--- src/rtl/task_graph_mapper.sv ---
// Streams an NUM_V x NUM_V adjacency matrix, ranks vertices by total row weight
// (largest first, ties to the lowest index) and assigns them to mesh tiles in rank order.
module task_graph_mapper #(
  parameter int NUM_V  = 4,
  parameter int W      = 32,
  parameter int MESH_X = 2,
  parameter int MESH_Y = 2,
  parameter int SNAKE  = 0,
  localparam int VW = $clog2(NUM_V),
  localparam int TW = $clog2(MESH_X*MESH_Y),
  localparam int SW = W + $clog2(NUM_V)
) (
  input  logic          clk,
  input  logic          rst_b,
  input  logic          in_valid,
  output logic          in_ready,
  input  logic [W-1:0]  in_weight,
  output logic          map_valid,
  input  logic          map_ready,
  output logic [VW-1:0] map_task,
  output logic [TW-1:0] map_tile,
  output logic          root_valid,
  output logic [VW-1:0] root_task,
  output logic          err_self_loop,
  output logic          done
);

  generate
    if (MESH_X*MESH_Y < NUM_V) begin : g_bad_mesh
      $error("task_graph_mapper: mesh has fewer tiles than task vertices");
    end
  endgenerate

  typedef enum logic [1:0] {LOAD, SCAN, EMIT, DONE} state_t;

  localparam logic [VW-1:0] LAST_IDX  = VW'(NUM_V-1);
  localparam logic [VW:0]   LAST_RANK = (VW+1)'(NUM_V-1);
  localparam logic [TW-1:0] LAST_X    = TW'(MESH_X-1);
  localparam logic [TW-1:0] ROW_SPAN  = TW'(MESH_X);

  state_t           r_state, w_state_next;
  logic [VW-1:0]    r_row, r_col, r_scan, r_best, r_root_task;
  logic [SW-1:0]    r_total [NUM_V];
  logic [SW-1:0]    r_best_val;
  logic             r_best_found, r_root_valid, r_err;
  logic [NUM_V-1:0] r_mapped;
  logic [VW:0]      r_rank;
  logic [TW-1:0]    r_tx, r_ty, w_tx_eff;
  logic             w_accept, w_nonzero, w_last_beat, w_last_scan, w_last_rec, w_cand;

  assign w_accept    = in_valid & in_ready;
  assign w_nonzero   = (in_weight != '0);
  assign w_last_beat = (r_row == LAST_IDX) && (r_col == LAST_IDX);
  assign w_last_scan = (r_scan == LAST_IDX);
  assign w_last_rec  = (r_rank == LAST_RANK);
  // Strict '>' while scanning upwards keeps ties on the lowest index.
  assign w_cand = !r_mapped[r_scan] && (!r_best_found || (r_total[r_scan] > r_best_val));

  // Tile coordinates advance with rank; odd rows run right-to-left in snake order.
  assign w_tx_eff = ((SNAKE != 0) && r_ty[0]) ? (LAST_X - r_tx) : r_tx;

  assign map_task      = r_best;
  assign map_tile      = r_ty * ROW_SPAN + w_tx_eff;
  assign root_valid    = r_root_valid;
  assign root_task     = r_root_task;
  assign err_self_loop = r_err;

  always_ff @(posedge clk or posedge rst_b) begin
    if (rst_b) r_state <= LOAD;
    else       r_state <= w_state_next;
  end

  always_comb begin
    w_state_next = r_state;
    in_ready     = 1'b0;
    map_valid    = 1'b0;
    done         = 1'b0;
    case (r_state)
      LOAD: begin
        in_ready = 1'b1;
        if (w_accept && w_last_beat) w_state_next = SCAN;
      end
      SCAN: begin
        if (w_last_scan) w_state_next = EMIT;
      end
      EMIT: begin
        map_valid = 1'b1;
        if (map_ready) w_state_next = w_last_rec ? DONE : SCAN;
      end
      DONE: begin
        done         = 1'b1;
        w_state_next = LOAD;
      end
      default: w_state_next = LOAD;
    endcase
  end

  always_ff @(posedge clk or posedge rst_b) begin
    if (rst_b) begin
      for (int i = 0; i < NUM_V; i++) r_total[i] <= '0;
      r_row        <= '0;
      r_col        <= '0;
      r_scan       <= '0;
      r_best       <= '0;
      r_best_val   <= '0;
      r_best_found <= 1'b0;
      r_root_valid <= 1'b0;
      r_root_task  <= '0;
      r_err        <= 1'b0;
      r_mapped     <= '0;
      r_rank       <= '0;
      r_tx         <= '0;
      r_ty         <= '0;
    end else begin
      case (r_state)
        LOAD: begin
          if (w_accept) begin
            r_total[r_row] <= r_total[r_row] + SW'(in_weight);
            if (w_nonzero && !r_root_valid) begin
              r_root_valid <= 1'b1;
              r_root_task  <= r_row;
            end
            if (w_nonzero && (r_row == r_col)) r_err <= 1'b1;
            if (r_col == LAST_IDX) begin
              r_col <= '0;
              r_row <= (r_row == LAST_IDX) ? '0 : r_row + 1'b1;
            end else begin
              r_col <= r_col + 1'b1;
            end
            if (w_last_beat) r_best_found <= 1'b0;
          end
        end
        SCAN: begin
          if (w_cand) begin
            r_best       <= r_scan;
            r_best_val   <= r_total[r_scan];
            r_best_found <= 1'b1;
          end
          r_scan <= w_last_scan ? '0 : r_scan + 1'b1;
        end
        EMIT: begin
          if (map_ready) begin
            r_mapped[r_best] <= 1'b1;
            r_rank           <= r_rank + 1'b1;
            r_best_found     <= 1'b0;
            if (r_tx == LAST_X) begin
              r_tx <= '0;
              r_ty <= r_ty + 1'b1;
            end else begin
              r_tx <= r_tx + 1'b1;
            end
          end
        end
        DONE: begin
          for (int i = 0; i < NUM_V; i++) r_total[i] <= '0;
          r_row        <= '0;
          r_col        <= '0;
          r_scan       <= '0;
          r_best       <= '0;
          r_best_val   <= '0;
          r_best_found <= 1'b0;
          r_root_valid <= 1'b0;
          r_root_task  <= '0;
          r_err        <= 1'b0;
          r_mapped     <= '0;
          r_rank       <= '0;
          r_tx         <= '0;
          r_ty         <= '0;
        end
        default: ;
      endcase
    end
  end

endmodule

--- config.mk ---
export PLATFORM = sky130hd
export DESIGN_NAME = task_graph_mapper
export DESIGN_NICKNAME = d
export VERILOG_FILES = /design/src/rtl/task_graph_mapper.sv
export SDC_FILE = /design/constraint.sdc
export NUM_CORES = 1
export LEC_CHECK = 0
export BUFFER_PORTS_ARGS = -buffer_cell sky130_fd_sc_hd__clkbuf_2
export CAP_MARGIN = 20
export CORE_MARGIN = 4
export CORE_UTILIZATION = 25
export CTS_CLUSTER_DIAMETER = 50
export CTS_CLUSTER_SIZE = 28
export DETAILED_ROUTE_END_ITERATION = 8
export PLACE_DENSITY = 0.46
export RECOVER_POWER = 50
export SYNTH_ARGS = -nofsm -noshare
export SYNTH_HDL_FRONTEND = slang
export SYNTH_SLANG_ARGS = --single-unit
--- constraint.sdc ---
create_clock -name clk -period 13.4 [get_ports clk]
set_clock_uncertainty 0.2 [all_clocks]
set_input_delay 1.34 -clock clk [delete_from_list [all_inputs] [get_ports clk]]
set_output_delay 1.34 -clock clk [all_outputs]
set_load 0.03 [all_outputs]
### Word-level counts from Yosys, hierarchy flattened

Index checks and enable logic that the tools add are counted.

| storage, ports and cells | value |
|---|---|
| register bits after elaboration | 196 |
| input bits | 36 |
| word-level logic and storage cells | 141 |

| cells by class | value |
|---|---|
| add/subtract/negate cells | 8 |
| order comparisons | 7 |
| eq/ne operators | 19 |
| mux-type cells | 60 |
| bitwise gates (word level) | 4 |
| reduce and logical (&&, ||, !) cells | 25 |

Operators with widths:

| kind | number |
|---|---|
| case mux 136 bit (2 select lines) | 1 |
| 2-to-1 mux 34 bit | 6 |
| binary-select mux 34 bit (select 2 bit) | 2 |
| bitwise mux 136 bit | 1 |
| 2-to-1 mux 136 bit | 1 |
| demux 34 bit (select 2 bit) | 1 |
| case mux 34 bit (2 select lines) | 1 |
| adder 34 x 32 -> 34 bit | 1 |
| > comparator 34 bit | 1 |
| 2-to-1 mux 2 bit | 17 |
| nonzero test 32 bit | 1 |
| case mux 2 bit (2 select lines) | 7 |
| inequality test 2 bit, second input constant | 10 |
| AND reduction 3 bit | 5 |
| 2-to-1 mux 1 bit | 13 |
| adder 2 x 1 -> 2 bit, second input constant | 5 |
| equality test 2 bit, second input constant | 5 |
| case mux 2 bit (4 select lines) | 1 |
| case mux 4 bit (2 select lines) | 1 |
| logical AND 1 bit | 7 |
| greater-or-equal comparator 3 bit, second input constant | 2 |
| < comparator 2 x 3 -> 1 bit, second input constant | 2 |
| inverter 2 -> 3 bit | 2 |
| case mux 3 bit (2 select lines) | 1 |
| 21 further kinds | 29 |

### Depth between registers and ports, before layout

| depth | value |
|---|---|
| word-level depth | 9 |
| mapped depth | 15 |

### Worst setup path before layout

No wires, ideal clock.

| timing path | value |
|---|---|
| path kind | register -> register |
| start point | register r_row[0] |
| end point | register r_total[97] in the netlist's numbering |
| library setup time | 0.128 ns |
| arrival | 3.644 ns |
| required time | 13.072 ns |
| path slack | 9.427 ns |
| stages on the path, launching flop included | 14 |
| cells stage by stage | dfrtp_1 buf_1 buf_2 mux4_2 ha_1 a21o_1 a21o_1 a221oi_2 nand2b_2 o211ai_2 or2_4 a31oi_4 xor2_2 o21ai_1 |

| between the ends | value |
|---|---|
| word-level cells in the longest chain between the ends | 8 |
| elaborated cells on any way between the ends | 13 |

RTL lines:

| element | line | text |
|---|---|---|
| start, declared | 42 | `logic [VW-1:0] r_row, r_col, r_scan, r_best, r_root_task;` |
| start signal, assigned | 126 | `r_row <= (r_row == LAST_IDX) ? '0 : r_row + 1'b1;` |
| inverter 2 -> 3 bit (not written as such) * | 118 | `r_total[r_row] <= r_total[r_row] + SW'(in_weight);` |
| binary-select mux 34 bit (select 2 bit), or another cell as far along | 118 |  |
| 2-to-1 mux 34 bit (not written as such) / logical AND 1 bit (equally long branches) | 118 |  |
| 2-to-1 mux 34 bit (not written as such) | 118 |  |
| adder 34 x 32 -> 34 bit / demux 34 bit (select 2 bit) (equally long branches) | 118 |  |
| bitwise mux 136 bit * | 118 |  |
| 2-to-1 mux 136 bit * | 117 | `if (w_accept) begin` |
| case mux 136 bit (2 select lines) * | 115 | `case (r_state)` |
| end signal, assigned by index | 118 |  |
| end, declared | 43 | `logic [SW-1:0] r_total [NUM_V];` |

Mark *: on every way between the ends. The rest lies on a longest branch, timed or not. The select of a mux whose other input is x is not followed.
A chain may end at the register's enable or synchronous reset.

### Worst setup path in the final report

| timing path | value |
|---|---|
| start point | register r_scan[0] |
| end point | register r_best_val[9] |

| between the ends | value |
|---|---|
| word-level cells in the longest chain between the ends | 9 |
| elaborated cells on any way between the ends | 14 |

RTL lines:

| element | line | text |
|---|---|---|
| start, declared | 42 |  |
| start signal, assigned | 139 | `r_scan <= w_last_scan ? '0 : r_scan + 1'b1;` |
| inverter 2 -> 3 bit (not written as such) | 57, 136 |  |
| binary-select mux 34 bit (select 2 bit) | 57, 136 |  |
| 2-to-1 mux 34 bit (not written as such) (2 in a row) | 57, 136 |  |
| > comparator 34 bit | 57 | `assign w_cand = !r_mapped[r_scan] && (!r_best_found \|\| (r_total[r_scan] > r_best_val));` |
| logical OR 1 bit | 57 |  |
| logical AND 1 bit | 57 |  |
| inequality test 2 bit (no source line) | n/a |  |
| AND reduction 2 bit (no source line) | n/a |  |
| end signal, assigned | 136 | `r_best_val <= r_total[r_scan];` |
| end, declared | 44 | `logic [SW-1:0] r_best_val;` |

Several ways; a longest one is shown, not always the timed one. The select of a mux whose other input is x is not followed.

==> impl_metrics.ini <==
[run_status]
status = finished with violations
violations = max-capacitance violations, max-slew violations

[min_path]
hp-class = reg -> reg
min_from = r_mapped[1]

[synth]
synth_nets = 1267
synth_top_cell_by_area = dfrtp_1
netlist_instances = 1156
synth_commonest_cells = dfrtp_1, nand3_1, o21ai_0, ha_1, mux4_2
synth_edf_count = 0
ys_async_sr_fraction = 1.00
syn-cell-area_um2 = 12100
ys_types = 83
ys_top_cells_by_area = dfrtp_1, mux4_2, ha_1
synth_warnings = 0
synth.avg_cell_area_um2 = 10.4
ys.flop_type = dfrtp_1
synth_top_area_share = 0.404
synth_seq_area_share = 0.404
yosys_register_bits = 195
yosysMostFrequentCell = dfrtp_1

[route]
dr.pass1.iters = 6
dr_total_vias = 9005
ant_nets = 0
wl_um = 34000
drc = 0
wire_per_inst_um = 19.1
viasPerCell = 5.06
first_iter_violations = 723

[setup_path]
cp-start-kind = flop
r2r_start = r_scan[0]
crit_arrival_ns = 6.66
critPathRequiredTime_ns = 13.60
critical-path-max-stage-delay_ns = 1.82
path_cells = clkbuf_1, mux4_2, ha_1, a21o_1, a21o_1, a21oi_1, nor2_1, a211oi_1, o211ai_1, o21ai_2, and2_1, buf_4, a22o_1
cp_max_fo = 27
crit_path_frequent_cell = a21o_1
r2r_slack_ns = 6.94
end_kind = flop
slowest_stage = clkbuf_1
path_class = reg -> reg
crit_start = r_scan[0]

[placed_design]
place_inst = 1745
place_area_um2 = 12800
port-buffer-count = 46
gp_congestion = 0.829
dp_hpwl_um = 22500

[clock_tree]
cts_tree = built
clock_latency_ns = 0.46
clock_path_buffers = 2
cts_max_level = 4
hold_buffers = 0
root_buffer = clkbuf_16
cts_resized = 0
cts_setup_buffers = 0
cts_made_buffers = 17
numClockSinks = 195
cts.clk_slew.worst_paths_ns = 0.08

[run]
cap_violations = 5

[sta]
hold_violations = 0
timing.final.crit_share = 0.482
hold_slack_ns = 0.306
setup_violations = 0
slew_headroom = -1.41
fin_tns_setup_ns = 0
fmax_mhz = 155
post-route-min-period_ns = 6.46
drv_slew = 254
rsz0062_at_grt = no
worstMarginPinSlew_ns = 3.62

[grt]
grt-busiest-layer = met2
overflow = 0
met1_usage = 0.189
grt_pass1_wl_um = 53800
grt_max_degree = 141
antenna_found_initial = 0
grt.met2_usage = 0.211
grt_pass1_vias = 8881
grtUsageMet3 = 0.0235
grtUsageTotal = 0.131

[cells_and_area]
finalNonFillerCells = 1778
diodes = 0
multi_input_area_um2 = 6540
nFillCells = 4930
nets = 1261
drive_gt1_frac = 0.157
post-route-util = 0.279
seq_area_um2 = 4880
area_growth_pct = 10.4
final_area_um2 = 13300

[floorplanning]
die-area_um2 = 51900
die_x_um = 228
rows = 80
initial_core_util = 0.253
fp.coreArea_um2 = 47700
fp.dieH_um = 228
ioPinCount = 47

[power_and_ir_drop]
peakVddDrop_mv = 0.0979
powerDensity_nw_per_um2 = 302
p_leak_nw = 5.71
area by class of cell:
| type | count | share of cell area |
|---|---|---|
| multi-input cells | 818 | 0.491 |
| flip-flops and latches | 195 | 0.366 |
| clock buffers | 18 | 0.0322 |
| well taps | 615 | 0.0577 |
| inverters | 59 | 0.0167 |
| repair buffers | 59 | 0.0240 |
| clock inverters | 14 | 0.0126 |
power by group:
part,internal [mW],switching [mW],leakage (nW)
sequential,0.854,0.215,2.43
combinational,1.02,1.40,2.99
clock,0.267,0.264,0.286
total,2.14,1.88,5.71
cells by family after synthesis:
logic type | after synthesis | synth area share
buffers and inverters | 143 | 0.0559
AND/OR/NAND/NOR | 301 | 0.127
AO/OA/AOI/OAI | 338 | 0.179
flip-flops | 195 | 0.404
multiplexers | 74 | 0.132
adder cells (fa/ha/maj) | 75 | 0.0783
XOR/XNOR | 30 | 0.0236
metal layers:
layer  share of wire  wire (µm)  vias up
li1                -          -     4310
met1            0.49      16800     4524
met2            0.46      15800      154
met3           0.035       1200       17
met4          0.0062        212        0
met5               0          0        -
per-stage QoR:
step / power [mW] / setup WS, ns
global route: 4.39 / 6.19
finish: 4.03 / 6.94
global placement: 3.50 / 8.47
CTS: 4.07 / 8.39
detailed placement: 3.52 / 8.44
floorplan: 2.94 / 6.55
flip-flops by register name, indices dropped and copies added, names as in the netlist, 2 cells and up:
| signal | flops |
|---|---|
| r_best_val | 34 |
| r_state | 2 |
| root_task | 2 |
| r_row | 2 |
| r_tx | 2 |
| r_scan | 2 |
| map_task | 2 |
| r_total | 136 |
| r_mapped | 4 |
| r_rank | 3 |
| r_col | 2 |
worst max-delay path: cells and delay by family (launching register included):
kind / cells / cell delay, ns
compound gates: 7 / 1.27
simple gates: 2 / 0.83
flops: 1 / 0.89
fa+ha+maj: 1 / 0.31
buf+inv: 2 / 2.17
mux: 1 / 0.72
path summary, 6_finish.rpt:
kind / end / cells after the start
setup / recovery: r_best_val[9] / 13
min in group asynchronous: r_total[125] / 2
max in group asynchronous: r_row[0] / 4
hold reg to reg: r_mapped[1] / 2
hold / removal: r_mapped[1] / 2
setup reg to reg: r_best_val[9] / 13
cell usage in the layout, fill, tap and decap left out, drive strengths merged, types with 5 or more instances in the layout:
cell,n
nor2,34
nand2,43
nand4,16
and2,6
a311oi,5
dfrtp,195
xor2,19
o21ai,157
a22o,37
nor2b,7
clkbuf,68
o22ai,7
mux4,68
nand3,139
o21a,7
ha,74
xnor2,11
a21o,26
nand2b,9
buf,9
a31oi,6
clkinv,6
nor4,9
nor3,17
inv,63
and3,7
o211ai,10
a21oi,58
Note: power is estimated with default switching activity, not from simulation.
